--- src/rtl/display_ctrl_if.sv ---
// Display controller bus: stopwatch field values and adjust controls in, multiplexed
// seven-segment drive out.
interface display_ctrl_if;
  logic [5:0] mincounter;
  logic [5:0] seccounter;
  logic       adj;
  logic       sel;
  logic [3:0] an;
  logic [6:0] seg;
  logic       dp;

  modport master (
    output mincounter, seccounter, adj, sel,
    input  an, seg, dp
  );

  modport slave (
    input  mincounter, seccounter, adj, sel,
    output an, seg, dp
  );
endinterface

--- src/rtl/display_ctrl.sv ---
// Four-digit multiplexed MM:SS seven-segment driver with blinking of the field being
// adjusted. All outputs are active low and registered.
module display_ctrl #(
  parameter int unsigned REFRESH_DIV = 100000,
  parameter int unsigned BLINK_DIV   = 25000000
) (
  input  logic          clk,
  input  logic          btn0_val,
  display_ctrl_if.slave bus
);

  localparam int unsigned RefW   = $clog2(REFRESH_DIV);
  localparam int unsigned BlinkW = $clog2(BLINK_DIV);

  localparam logic [RefW-1:0]   RefMax   = RefW'(REFRESH_DIV - 1);
  localparam logic [BlinkW-1:0] BlinkMax = BlinkW'(BLINK_DIV - 1);

  localparam logic [6:0] SegBlank = 7'b1111111;
  localparam logic [6:0] SegDash  = 7'b0111111;

  // Bit order {g,f,e,d,c,b,a}, active low; anything that is not a decimal digit shows dash.
  function automatic logic [6:0] seg_digit(input logic [5:0] d);
    logic [6:0] s;
    case (d)
      6'd0:    s = 7'b1000000;
      6'd1:    s = 7'b1111001;
      6'd2:    s = 7'b0100100;
      6'd3:    s = 7'b0110000;
      6'd4:    s = 7'b0011001;
      6'd5:    s = 7'b0010010;
      6'd6:    s = 7'b0000010;
      6'd7:    s = 7'b1111000;
      6'd8:    s = 7'b0000000;
      6'd9:    s = 7'b0010000;
      default: s = SegDash;
    endcase
    return s;
  endfunction

  logic [RefW-1:0]   ref_cnt_q;
  logic [1:0]        digit_idx_q;
  logic [BlinkW-1:0] blink_cnt_q;
  logic              blink_phase_q;
  logic [3:0]        an_q, an_d;
  logic [6:0]        seg_q, seg_d;
  logic              dp_q, dp_d;

  logic       tick;
  logic [1:0] digit_nxt;
  logic [5:0] field;
  logic [5:0] tens;
  logic [5:0] ones;
  logic [5:0] digit_val;
  logic       blank;

  assign tick      = (ref_cnt_q == RefMax);
  assign digit_nxt = digit_idx_q + 2'd1;

  // Output image for the digit that becomes active at the coming tick.
  always_comb begin
    field     = digit_nxt[1] ? bus.mincounter : bus.seccounter;
    tens      = field / 6'd10;
    ones      = field % 6'd10;
    digit_val = digit_nxt[0] ? tens : ones;
    // Digits 0,1 belong to seconds (sel=1), digits 2,3 to minutes (sel=0).
    blank     = bus.adj & blink_phase_q & (bus.sel ^ digit_nxt[1]);

    an_d  = 4'b1111;
    seg_d = SegBlank;
    dp_d  = 1'b1;
    if (!blank) begin
      an_d  = ~(4'b0001 << digit_nxt);
      seg_d = (field > 6'd59) ? SegDash : seg_digit(digit_val);
      dp_d  = (digit_nxt != 2'd2);
    end
  end

  always_ff @(posedge clk or posedge btn0_val) begin
    if (btn0_val) begin
      ref_cnt_q     <= '0;
      digit_idx_q   <= 2'd0;
      blink_cnt_q   <= '0;
      blink_phase_q <= 1'b0;
      an_q          <= 4'b1111;
      seg_q         <= SegBlank;
      dp_q          <= 1'b1;
    end else begin
      ref_cnt_q <= tick ? '0 : ref_cnt_q + RefW'(1);

      if (tick) begin
        digit_idx_q <= digit_nxt;
        an_q        <= an_d;
        seg_q       <= seg_d;
        dp_q        <= dp_d;
      end

      // Leaving adjust mode restarts the blink so re-entry always begins visible.
      if (!bus.adj) begin
        blink_cnt_q   <= '0;
        blink_phase_q <= 1'b0;
      end else if (blink_cnt_q == BlinkMax) begin
        blink_cnt_q   <= '0;
        blink_phase_q <= ~blink_phase_q;
      end else begin
        blink_cnt_q <= blink_cnt_q + BlinkW'(1);
      end
    end
  end

  assign bus.an  = an_q;
  assign bus.seg = seg_q;
  assign bus.dp  = dp_q;

  // At most one anode may be driven, and the separator only lights with digit 2.
  a_an_onehot: assert property (@(posedge clk) disable iff (btn0_val)
    $countones(~an_q) <= 1);
  a_dp_digit2: assert property (@(posedge clk) disable iff (btn0_val)
    !dp_q |-> (an_q == 4'b1011));

endmodule
--- src/flat_wrapper.sv ---
// flat-port wrapper written by rule: the top's interface ports become plain ports
module display_ctrl_flat 
#(
  parameter int unsigned REFRESH_DIV = 100000,
  parameter int unsigned BLINK_DIV   = 25000000
)
  (clk, btn0_val, bus_mincounter, bus_seccounter, bus_adj, bus_sel, bus_an, bus_seg, bus_dp);
  display_ctrl_if bus_i ();
  input  logic clk;
  input  logic btn0_val;
  input wire logic [$bits(bus_i.mincounter)-1:0] bus_mincounter;
  input wire logic [$bits(bus_i.seccounter)-1:0] bus_seccounter;
  input wire logic [$bits(bus_i.adj)-1:0] bus_adj;
  input wire logic [$bits(bus_i.sel)-1:0] bus_sel;
  output wire logic [$bits(bus_i.an)-1:0] bus_an;
  output wire logic [$bits(bus_i.seg)-1:0] bus_seg;
  output wire logic [$bits(bus_i.dp)-1:0] bus_dp;
  assign bus_i.mincounter = bus_mincounter;
  assign bus_i.seccounter = bus_seccounter;
  assign bus_i.adj = bus_adj;
  assign bus_i.sel = bus_sel;
  assign bus_an = bus_i.an;
  assign bus_seg = bus_i.seg;
  assign bus_dp = bus_i.dp;
  display_ctrl #(.REFRESH_DIV(REFRESH_DIV), .BLINK_DIV(BLINK_DIV)) u_core (.clk(clk), .btn0_val(btn0_val), .bus(bus_i));
endmodule
--- config.mk ---
export PLATFORM = sky130hd
export DESIGN_NAME = display_ctrl_flat
export DESIGN_NICKNAME = d
export VERILOG_FILES = /design/src/rtl/display_ctrl_if.sv /design/src/rtl/display_ctrl.sv /design/src/flat_wrapper.sv
export SDC_FILE = /design/constraint.sdc
export NUM_CORES = 1
export LEC_CHECK = 0
export ABC_AREA = 1
export CELL_PAD_IN_SITES_DETAIL_PLACEMENT = 0
export CELL_PAD_IN_SITES_GLOBAL_PLACEMENT = 1
export CORE_MARGIN = 4
export CORE_UTILIZATION = 46
export DETAILED_ROUTE_END_ITERATION = 7
export MAX_ROUTING_LAYER = met4
export PLACE_DENSITY_LB_ADDON = 0.1
export SLEW_MARGIN = 15
export SYNTH_ARGS = -nofsm -noshare
export SYNTH_HDL_FRONTEND = slang
export SYNTH_SLANG_ARGS = --single-unit
--- constraint.sdc ---
create_clock -name clk -period 9.2 [get_ports clk]
set_input_delay 2.3 -clock clk [delete_from_list [all_inputs] [get_ports clk]]
set_output_delay 2.3 -clock clk [all_outputs]
set_load 0.005 [all_outputs]
==> results of run 1 <==
[sequential cells by signal (all words and copies together), names as in the netlist]
name	count
u_core.bus.seg	7
u_core.ref_cnt_q	17
u_core.blink_phase_q	1
u_core.digit_idx_q	2
u_core.bus.an	3
u_core.bus.dp	1
u_core.blink_cnt_q	25
[Yosys cell counts (all sizes together) (2+ instances only)]
library cell and n:
dfstp 11, nor4 6, a31oi 2, nand2 81
a21oi 34, ha 7, o21ai 21, xor2 5
nor3b 2, nor2 56, dfrtp 45, a211oi 3
nand3 26, o211ai 2, or2 5, inv 80
nor3 17, buf 4, nand4 9
[area by class of cell]
cell class | instances | area, sq um
Fill cell | 674 | 3110
Multi-Input combinational cell | 280 | 1490
Tap cell | 96 | 120
Clock inverter | 2 | 38.8
Inverter | 80 | 305
Sequential cell | 56 | 1420
Clock buffer | 6 | 72.6
Timing Repair Buffer | 28 | 278
[report_power, final]
| part | internal [mW] | total [mW] | switching (mW) | leakage (nW) |
|---|---|---|---|---|
| clock network | 0.0825 | 0.167 | 0.0849 | 0.0558 |
| registers | 0.249 | 0.251 | 0.00167 | 0.726 |
| logic | 0.0193 | 0.0495 | 0.0302 | 0.923 |
[critical path, delay by kind of cell]
family	cells	cell delay [ns]
compound gates	1	0.12
fa+ha+maj	1	0.29
buf+inv	5	0.75
simple gates	15	1.26
[cell families after synthesis]
group | share of synthesized area (%)
flip-flops | 43.6
buffers and inverters | 10.3
adder cells (fa/ha/maj) | 2.70
AO/OA/AOI/OAI | 11.0
AND/OR/NAND/NOR | 30.7
XOR/XNOR | 1.62
[stage by stage]
stage,setup WS [ns],cell area [sq um],util [%]
after floorplan,5.09,3240,-
after CTS,4.77,3720,54.5
after global placement,4.48,3610,52.9
after detailed placement,4.42,3610,52.9
after global routing,4.49,3720,54.5
final,4.73,3720,54.5
[worst paths after layout]
kind	from	to	slack, ns	cells past startpoint
max	bus_mincounter[4]	u_core.bus.seg[3]	4.73	22
min	u_core.ref_cnt_q[0]	u_core.ref_cnt_q[0]	0.47	1
max reg2reg	u_core.digit_idx_q[0]	u_core.bus.seg[3]	5.70	22
min reg2reg	u_core.ref_cnt_q[0]	u_core.ref_cnt_q[0]	0.47	1
max in group asynchronous	btn0_val	u_core.bus.seg[1]	6.06	3
min in group asynchronous	btn0_val	u_core.ref_cnt_q[5]	2.30	2
[layer usage]
layer  vias up  wire [um]  GRT usage (%)
li1       1404          -              -
met1      1224       3490           24.0
met2        36       2800           25.5
met3         4        197           3.04
met4         0         36           4.46
met5         -          0              -
==> key figures, run 1 <==
STA
  – Period utilization: 48.6%
  – Shortest period the worst path allows: 4.47 ns
  – Endpoints failing setup: 0
  – Setup TNS: 0 ns
  – Slew Limit Fails: 0
  – Fin. Hold Viols: 0
  – Skew final: 0.0125 ns
  – RSZ-0062 raised after global routing: no
  – Fmax achieved: 224 MHz
  – Hold Worst Slack: 0.466 ns
  – Worst slew margin: 63.7%
  – Tightest Pin Transition: 0.543 ns

Floorplanning
  – Core Area: 6830 sq um
  – I/O pins: 28
  – Starting Density: a little under half
  – FP Rows: 30
  – Chip width: 92.0 um
  – Die area: about 8500 sq um
  – Die H: 92.0 um

Finish
  – Most common cell after layout, fill and taps aside: inv_1
  – Share of layout cells above drive strength 1: between 10 and 15%
  – Layout Nets: 474
  – Ant. Diodes: 0
  – Final cell count without fillers: approximately 550
  – Area grow syn2layout: 14.8%
  – Most frequent cells in the layout: inv_1, nand2_1, dfrtp_1

Clocking
  – Hold buffers post-CTS: 0
  – CTS sink count: 56
  – CTS Buffer Depth: 2
  – Post-CTS Setup Inserts: 0
  – CTS-repair resized insts: 0
  – CTS tree: built
  – CTS clk-pin slew, worst paths: about 0.10 ns
  – H-tree levels: 2
  – Clk_lat worst skew: 0.32 ns
  – Total CTS buffers: 5
  – Clock root cell: clkbuf_8

Setup path
  – Crit path DAT: 4.72 ns
  – CP max-delay cell: clkdlybuf4s50_1
  – Most used cell, CP: nand2_1
  – Crit path cell chain: clkdlybuf4s50_1, nand2_1, nand2_1, inv_1, nand3_1, nand2_1, inv_1, nand2_2, nand2_1, nand3_1, nand2_2, nand2_2, nand2_1, nand3_2, nand2_4, inv_2, ha_1, inv_1, nand2_1, nand2_1, nand2_1, a21oi_1
  – CP Class: in2reg
  – WP data required: approximately 9.5 ns
  – Worst Setup End Kind: flop
  – CP peak stage delay: approximately 0.45 ns
  – CP Max Fanout: 5
  – Critical Path Source Type: input port

Logic synthesis
  – Ys async rst share: 100%
  – Cells after synthesis: 421
  – Syn Nets: 444
  – Synth area leaders: dfrtp_1, dfstp_2, inv_1, nand2_1, a21oi_1
  – Yosys top cell area share: between 30% and 40%
  – FF+latch count, synth: 56
  – Distinct cells, synth: 40
  – Syn_area_per_cell: approximately 7.7 sq um
  – Leading area contributor after synthesis: dfrtp_1
  – Ys Warns: 0
  – Post-synth EDFFs: 0
  – Mapped Area: approximately 3200 sq um
  – Primary FF master, synth: dfrtp_1
  – Seq/Total Area, Yosys: 43.6%

Route
  – Via count: between 2000 and 3000
  – Routed Antenna Nets: 0
  – Via density: 4.87
  – DRC: 0
  – TritonRoute pass-1 iters: 4
  – DR WL/cell: 11.9 um
  – Routed WL: 6.52 mm
  – Drt initial violations: 87

Global routing
  – Initial antenna violation count: 0
  – Pin count of the biggest net entering global routing: 38
  – Vias in the first global route: 2600
  – GR Util All Layers: 17.0%
  – Global-route wire length before repair: 11.5 mm
  – Global route overflow: 0

Hold path
  – Worst Hold Class: reg2reg

Placement
  – Final GP Congestion: 0.827
  – Inst Count DP: 540
  – Number of port buffers: 27
  – Dpl hpwl: about 4.9 mm

Power
  – Total power draw: between 0.4 and 0.5 mW
  – Leakage: ~1.7 nW
  – Max VDD drop: 0.0000704 V
  – Power density over the cells: 126 nW/um^2

Run
  – Maxcap violations: 0

Outcome
  – Status: finished, final reports clean
Power figures use the tool's default switching activity.
==> run 2: changes to the inputs <==
--- a/config.mk
+++ b/config.mk
@@ -9,7 +9,7 @@
 export CELL_PAD_IN_SITES_DETAIL_PLACEMENT = 0
 export CELL_PAD_IN_SITES_GLOBAL_PLACEMENT = 1
 export CORE_MARGIN = 4
-export CORE_UTILIZATION = 46
+export CORE_UTILIZATION = 43
 export DETAILED_ROUTE_END_ITERATION = 7
 export MAX_ROUTING_LAYER = met4
 export PLACE_DENSITY_LB_ADDON = 0.1
==> constraint.sdc (replaced) <==
create_clock -name clk -period 4.5 [get_ports clk]
set_input_delay 1.125 -clock clk [delete_from_list [all_inputs] [get_ports clk]]
set_output_delay 1.125 -clock clk [all_outputs]
set_load 0.005 [all_outputs]
==> run 2 against run 1 <==
Combinational power increased by 100%. Die area increased by 6.4%. Hold slack improved by 0.011 ns. Critical path type is now reg2reg. Largest cell class unchanged.
==> key figures, run 2 (synthesis results as in run 1) <==
Outcome
  – Status: finished, final reports clean

STA
  – Fmax achieved: 292 MHz
  – Fin. Hold Viols: 0 (unchanged)
  – Endpoints failing setup: 0 (unchanged)
  – Setup TNS: 0 ns (unchanged)
  – Worst slew margin: 63.8% (+0.072 points)
  – Slew Limit Fails: 0 (unchanged)
  – Tightest Pin Transition: 0.542 ns (-0.00108 ns)
  – Period utilization: 76.1%
  – Skew final: 0.0114 ns (-0.00115 ns)
  – Setup ws final: 1.08 ns (-3.65 ns)
  – Shortest period the worst path allows: 3.42 ns
  – RSZ-0062 raised after global routing: no

Floorplanning
  – FP Rows: 31 (+3.3%)
  – Starting Density: 44.5% (-3.0 points)
  – Core Area: 7290 sq um (+6.7%)
  – Die H: 94.8 um (+3.1%)
  – Die area: 9000 sq um (+6.4%)
  – I/O pins: 28 (unchanged)
  – Chip width: 94.8 um (+3.1%)

Finish
  – Design area: 3710 sq um (-0.44%)
  – Most frequent cells in the layout: inv_1, nand2_1, dfrtp_1
  – FF/Latch Area: 1420 sq um (unchanged)
  – Max reg flops: 25 (unchanged)
  – Final Util: 50.8% (-3.7 points)
  – Multi-input logic area: 1490 sq um (unchanged)
  – Layout Nets: 474 (unchanged)
  – Share of layout cells above drive strength 1: 14.6% (+0.22 points)
  – Fillers: 734 (+8.9%)
  – Most common cell after layout, fill and taps aside: inv_1
  – Biggest register: u_core.blink_cnt_q
  – Area grow syn2layout: 14.3%
  – Ant. Diodes: 0 (unchanged)

Route
  – Drt initial violations: 96 (+10%)
  – Routed Antenna Nets: 0 (unchanged)
  – Routed WL: 6.40 mm (-1.8%)
  – TritonRoute pass-1 iters: 4 (unchanged)
  – Via count: 2654 (-0.52%)
  – DRC: 0 (unchanged)
  – Via density: 4.82 (-1.1%)
  – DR WL/cell: 11.6 um (-2.3%)

Clocking
  – Clk_lat worst skew: 0.31 ns (about the same)
  – H-tree levels: 2 (unchanged)
  – Hold buffers post-CTS: 0 (unchanged)
  – CTS clk-pin slew, worst paths: 0.10 ns (about the same)
  – Clock root cell: clkbuf_8
  – CTS Buffer Depth: 2 (unchanged)
  – CTS sink count: 56 (unchanged)
  – CTS-repair resized insts: 0 (unchanged)
  – Total CTS buffers: 5 (unchanged)
  – Post-CTS Setup Inserts: 0 (unchanged)
  – CTS tree: built

Power
  – Power density over the cells: 242 nW/um^2 (+93%)
  – Switching power: 0.236 mW (+100%)
  – Leakage: 1.70 nW (-0.43%)
  – Clock power frac: 31.7% (-4.1 points)
  – Total power draw: 0.898 mW (+92%)
  – Max VDD drop: 0.000191 V (+170%)
  – Sw Share: 26.3% (+1.4 points)
  – Comb power frac: 11.1% (+0.5 points)
  – Seq pwr share: 57.1% (+3.5 points)
  – Internal: 0.661 mW (+88%)

Global routing
  – Global-route wire length before repair: 11.3 mm (-2.4%)
  – GR Util All Layers: 16.1% (-0.95 points)
  – Initial antenna violation count: 0 (unchanged)
  – Pin count of the biggest net entering global routing: 37 (-2.6%)
  – Global route overflow: 0 (unchanged)
  – Vias in the first global route: 2475 (-4.8%)

Setup path
  – CP Class: reg2reg
  – Crit path cell chain: inv_1, ha_1, inv_6, or2_4, o21ai_4, inv_2, nand3_2, nand2_2, nand2_1, nand3_1, nand2_2, nand2_2, nand2_1, nand3_2, nand2_4, inv_2, ha_1, inv_1, nand2_1, nand2_1, nand2_1, a21oi_1
  – CP peak stage delay: 0.62 ns (+0.17 ns)
  – Crit path buf inv count: 5 (unchanged)
  – Worst path top cell family by delay: simple AND/OR/NAND/NOR gates
  – Most used cell, CP: nand2_1
  – Critical Path Source Type: flop
  – Worst Setup End Kind: flop
  – Crit path DAT: 3.67 ns (-1.05 ns)
  – WP data required: 4.74 ns (-4.71 ns)
  – CP Max Fanout: 9 (+4)
  – CP max-delay cell: ha_1

Placement
  – Pre-CTS setup slack: 0.916 ns (-3.50 ns)
  – Final GP Congestion: 0.777 (-6.1%)
  – Placed inst area: 3610 sq um (+0.10%)
  – Number of port buffers: 27 (unchanged)
  – Dpl hpwl: 4.87 mm (-0.95%)

Hold path
  – Worst Hold Class: reg2reg

Run
  – Maxcap violations: 0 (unchanged)
==> run 2: cell count changes in the layout (fill, tap and decap cells not counted) <==
cell	delta
bufinv_16	-1
clkinv_2	+1
clkbuf_1	-1
clkinv_4	+1
==> run 2: layout make-up <==
| class | count | share of cell area (%) |
|---|---|---|
| clock inverters | 3 | 0.608 |
| multi-input cells | 280 | 40.3 |
| clock buffers | 5 | 1.86 |
| repair buffers | 28 | 7.49 |
| flip-flops and latches | 56 | 38.2 |
| well taps | 99 | 3.34 |
| inverters | 80 | 8.24 |
==> run 2: worst paths after layout <==
kind	start	to	slack, ns	cells after the start
max reg2reg	u_core.digit_idx_q[0]	u_core.bus.seg[3]	1.08	22
max in group asynchronous	btn0_val	u_core.bus.seg[4]	2.52	3
min in group asynchronous	btn0_val	u_core.blink_cnt_q[6]	1.13	2
max	u_core.digit_idx_q[0]	u_core.bus.seg[3]	1.08	22
min reg2reg	u_core.ref_cnt_q[0]	u_core.ref_cnt_q[0]	0.48	1
min	u_core.ref_cnt_q[0]	u_core.ref_cnt_q[0]	0.48	1
==> run 2: power groups by stage <==
stage               Clock, mW  Combinational, mW  Sequential [mW]
finish                  0.285             0.0999            0.513
global route            0.317              0.115            0.514
CTS                     0.296              0.101            0.513
detailed placement          0              0.101            0.522
global placement            0              0.101            0.523
floorplan                   0             0.0685            0.522
==> run 2: worst register-to-register path, stage by stage, from the launching register on <==
cell and delay (ns):
dfrtp_1 0.52, inv_1 0.21, ha_1 0.62, inv_6 0.08
or2_4 0.25, o21ai_4 0.10, inv_2 0.10, nand3_2 0.12
nand2_2 0.07, nand2_1 0.06, nand3_1 0.09, nand2_2 0.14
nand2_2 0.08, nand2_1 0.07, nand3_2 0.08, nand2_4 0.10
inv_2 0.04, ha_1 0.29, inv_1 0.06, nand2_1 0.04
nand2_1 0.06, nand2_1 0.05, a21oi_1 0.12
==> run 2: metrics by stage <==
step	hold slack [ns]	std cells
after floorplan	0.433	421
after global placement	0.453	543
after detailed placement	0.464	543
after CTS	0.479	551
after global routing	0.512	551
final	0.477	551
==> run 2: routing by layer <==
metal	wire, um	track usage [%]
met1	3400	23.0
met2	2730	23.3
met3	197	3.11
met4	76	4.33
met5	0	-
==> run 3: changes to the inputs <==
==> constraint.sdc (replaced) <==
create_clock -name clk -period 3.3 [get_ports clk]
set_input_delay 0.825 -clock clk [delete_from_list [all_inputs] [get_ports clk]]
set_output_delay 0.825 -clock clk [all_outputs]
set_load 0.005 [all_outputs]
==> run 3 against run 2 <==
Clock power up 29%. Final cell count up 1.1%. Die area unchanged. Routed wire length up 4.6%. Global-route usage up 0.66 points. Clock-buffer cell count up 2. Non-clock buffer count up 6. Clock skew down 0.0031 ns. Register-to-register slack worse by 0.67 ns. Worst setup slack worse by 0.74 ns. Via count up 2.5%. Largest power group unchanged.
==> key figures, run 3 (synthesis results as in run 1) <==
Outcome
  – Status: finished, final reports clean

Setup path
  – FF-to-FF path depth: 22 (unchanged)
  – Most used cell, CP: nand2_1
  – Worst Setup End Kind: flop
  – R2R Setup Slk: 0.41 ns (-0.67 ns)
  – CP max-delay cell: clkdlybuf4s50_1
  – Critical Path Source Type: input port
  – WP data required: 3.53 ns (-1.21 ns)
  – R2R Path Start: u_core.digit_idx_q[1]
  – Crit path DAT: 3.20 ns (-0.47 ns)
  – Worst reg2reg endpoint: u_core.bus.seg[3]
  – CP peak stage delay: 0.45 ns (-0.17 ns)
  – Crit path cell chain: clkdlybuf4s50_1, nand2_1, nand2_1, inv_1, nand3_1, nand2_1, inv_1, nand2_2, nand2_1, nand3_1, nand2_2, nand2_2, nand2_1, nand3_2, nand2_4, inv_2, ha_1, inv_1, nand2_1, nand2_1, nand2_1, a21oi_1
  – CP Class: in2reg
  – CP Max Fanout: 5 (-4)

Global routing
  – Pin count of the biggest net entering global routing: 23 (-38%)
  – GR Util All Layers: 16.7% (+0.66 points)
  – Initial antenna violation count: 0 (unchanged)
  – Global-route wire length before repair: 11.8 mm (+4.5%)
  – Global route overflow: 0 (unchanged)
  – Vias in the first global route: 2606 (+5.3%)

Hold path
  – Worst Hold Class: reg2reg
  – Hold Startpoint: u_core.ref_cnt_q[0]
  – Hold Path Depth: 1 (unchanged)
  – Worst Hold End: u_core.ref_cnt_q[0]

Clocking
  – CTS clk-pin slew, worst paths: 0.09 ns (about the same)
  – Clk_lat worst skew: 0.30 ns (about the same)
  – CTS Buffer Depth: 2 (unchanged)
  – Clock root cell: clkbuf_8
  – Total CTS buffers: 5 (unchanged)
  – Hold buffers post-CTS: 0 (unchanged)
  – Post-CTS Setup Inserts: 0 (unchanged)
  – CTS-repair resized insts: 0 (unchanged)
  – CTS sink count: 56 (unchanged)
  – CTS tree: built
  – H-tree levels: 2 (unchanged)

Placement
  – Dpl hpwl: 5.11 mm (+5.0%)
  – Number of port buffers: 27 (unchanged)
  – Placed inst area: 3660 sq um (+1.2%)
  – Final GP Congestion: 0.794 (+2.3%)

Route
  – TritonRoute pass-1 iters: 4 (unchanged)
  – Via density: 4.88 (+1.4%)
  – DRC: 0 (unchanged)
  – Routed Antenna Nets: 0 (unchanged)
  – Drt initial violations: 108 (+13%)
  – Routed WL: 6.69 mm (+4.6%)
  – DR WL/cell: 12.0 um (+3.5%)
  – Via count: 2720 (+2.5%)

STA
  – Skew final: 0.00826 ns (-0.00309 ns)
  – Period utilization: roughly nine tenths
  – Slew Limit Fails: 0 (unchanged)
  – Shortest period the worst path allows: 2.97 ns
  – Setup TNS: 0 ns (unchanged)
  – Fmax achieved: 337 MHz
  – Fin. Hold Viols: 0 (unchanged)
  – Worst slew margin: 69.4% (+5.6 points)
  – Tightest Pin Transition: 0.458 ns (-0.0840 ns)
  – Endpoints failing setup: 0 (unchanged)
  – RSZ-0062 raised after global routing: no

Power
  – Max VDD drop: 0.000170 V (-11%)
  – Total power draw: 1.21 mW (+35%)
  – Power density over the cells: 321 nW/um^2 (+33%)
  – Leakage: 1.72 nW (+1.4%)

Floorplanning
  – Chip width: 94.8 um (unchanged)
  – Core Area: 7290 sq um (unchanged)
  – Starting Density: 44.5% (unchanged)
  – Die H: 94.8 um (unchanged)
  – FP Rows: 31 (unchanged)
  – Die area: 9000 sq um (unchanged)
  – I/O pins: 28 (unchanged)

Finish
  – Layout Nets: 480 (+1.3%)
  – Final Util: 51.5% (+0.70 points)
  – Biggest register: u_core.blink_cnt_q
  – Most frequent cells in the layout: inv_1, nand2_1, dfrtp_1
  – Design area: 3760 sq um (+1.4%)
  – Most common cell after layout, fill and taps aside: inv_1
  – Max reg flops: 25 (unchanged)
  – Share of layout cells above drive strength 1: 15.5% (+0.90 points)
  – Ant. Diodes: 0 (unchanged)
  – Area grow syn2layout: 15.9%

Run
  – Maxcap violations: 0 (unchanged)
-- run 3: worst max-delay path: cells and delay by family --
kind / cells / cell delay, ns
AND/OR/NAND/NOR: 15 / 1.22
buffers and inverters: 5 / 0.75
adder cells (fa/ha/maj): 1 / 0.30
AO/OA/AOI/OAI: 1 / 0.11
-- run 3: layer usage --
layer / up-vias / GRT usage (%) / routed length, um
li1: 1416 / - / -
met5: - / - / 0
met2: 41 / 25.2 / 2940
met4: 0 / 3.97 / 33
met3: 2 / 2.71 / 257
met1: 1261 / 23.7 / 3460
-- run 3: cell type report --
type / count / area (sq um)
tap: 99 / 124
multi-input combinational: 280 / 1510
fill: 728 / 3530
inverter: 80 / 305
timing repair buffer: 34 / 323
sequential: 56 / 1420
clock buffer: 7 / 76.3
clock inverter: 1 / 8.76
-- run 3: per-stage QoR --
stage,std cells,hold slack [ns],setup WS (ns)
floorplan,421,0.433,0.433
global placement,549,0.450,0.0587
detailed placement,549,0.466,0.0251
CTS,557,0.479,0.205
global route,557,0.508,0.0472
finish,557,0.470,0.334
-- run 3: worst max path at each step --
stage,from,end,slack (ns)
global placement,bus_mincounter[4],u_core.bus.seg[3],0.06
floorplan,u_core.digit_idx_q[0],u_core.bus.seg[3],0.43
detailed placement,bus_mincounter[4],u_core.bus.seg[3],0.03
global route,bus_mincounter[4],u_core.bus.seg[5],0.05
finish,bus_mincounter[4],u_core.bus.seg[3],0.33
CTS,u_core.digit_idx_q[1],u_core.bus.seg[3],0.20
-- run 3: where the power goes --
part           internal (mW)  switching, mW  total, mW
combinational         0.0563         0.0847      0.141
sequential             0.695        0.00467      0.700
clock                  0.152          0.215      0.367
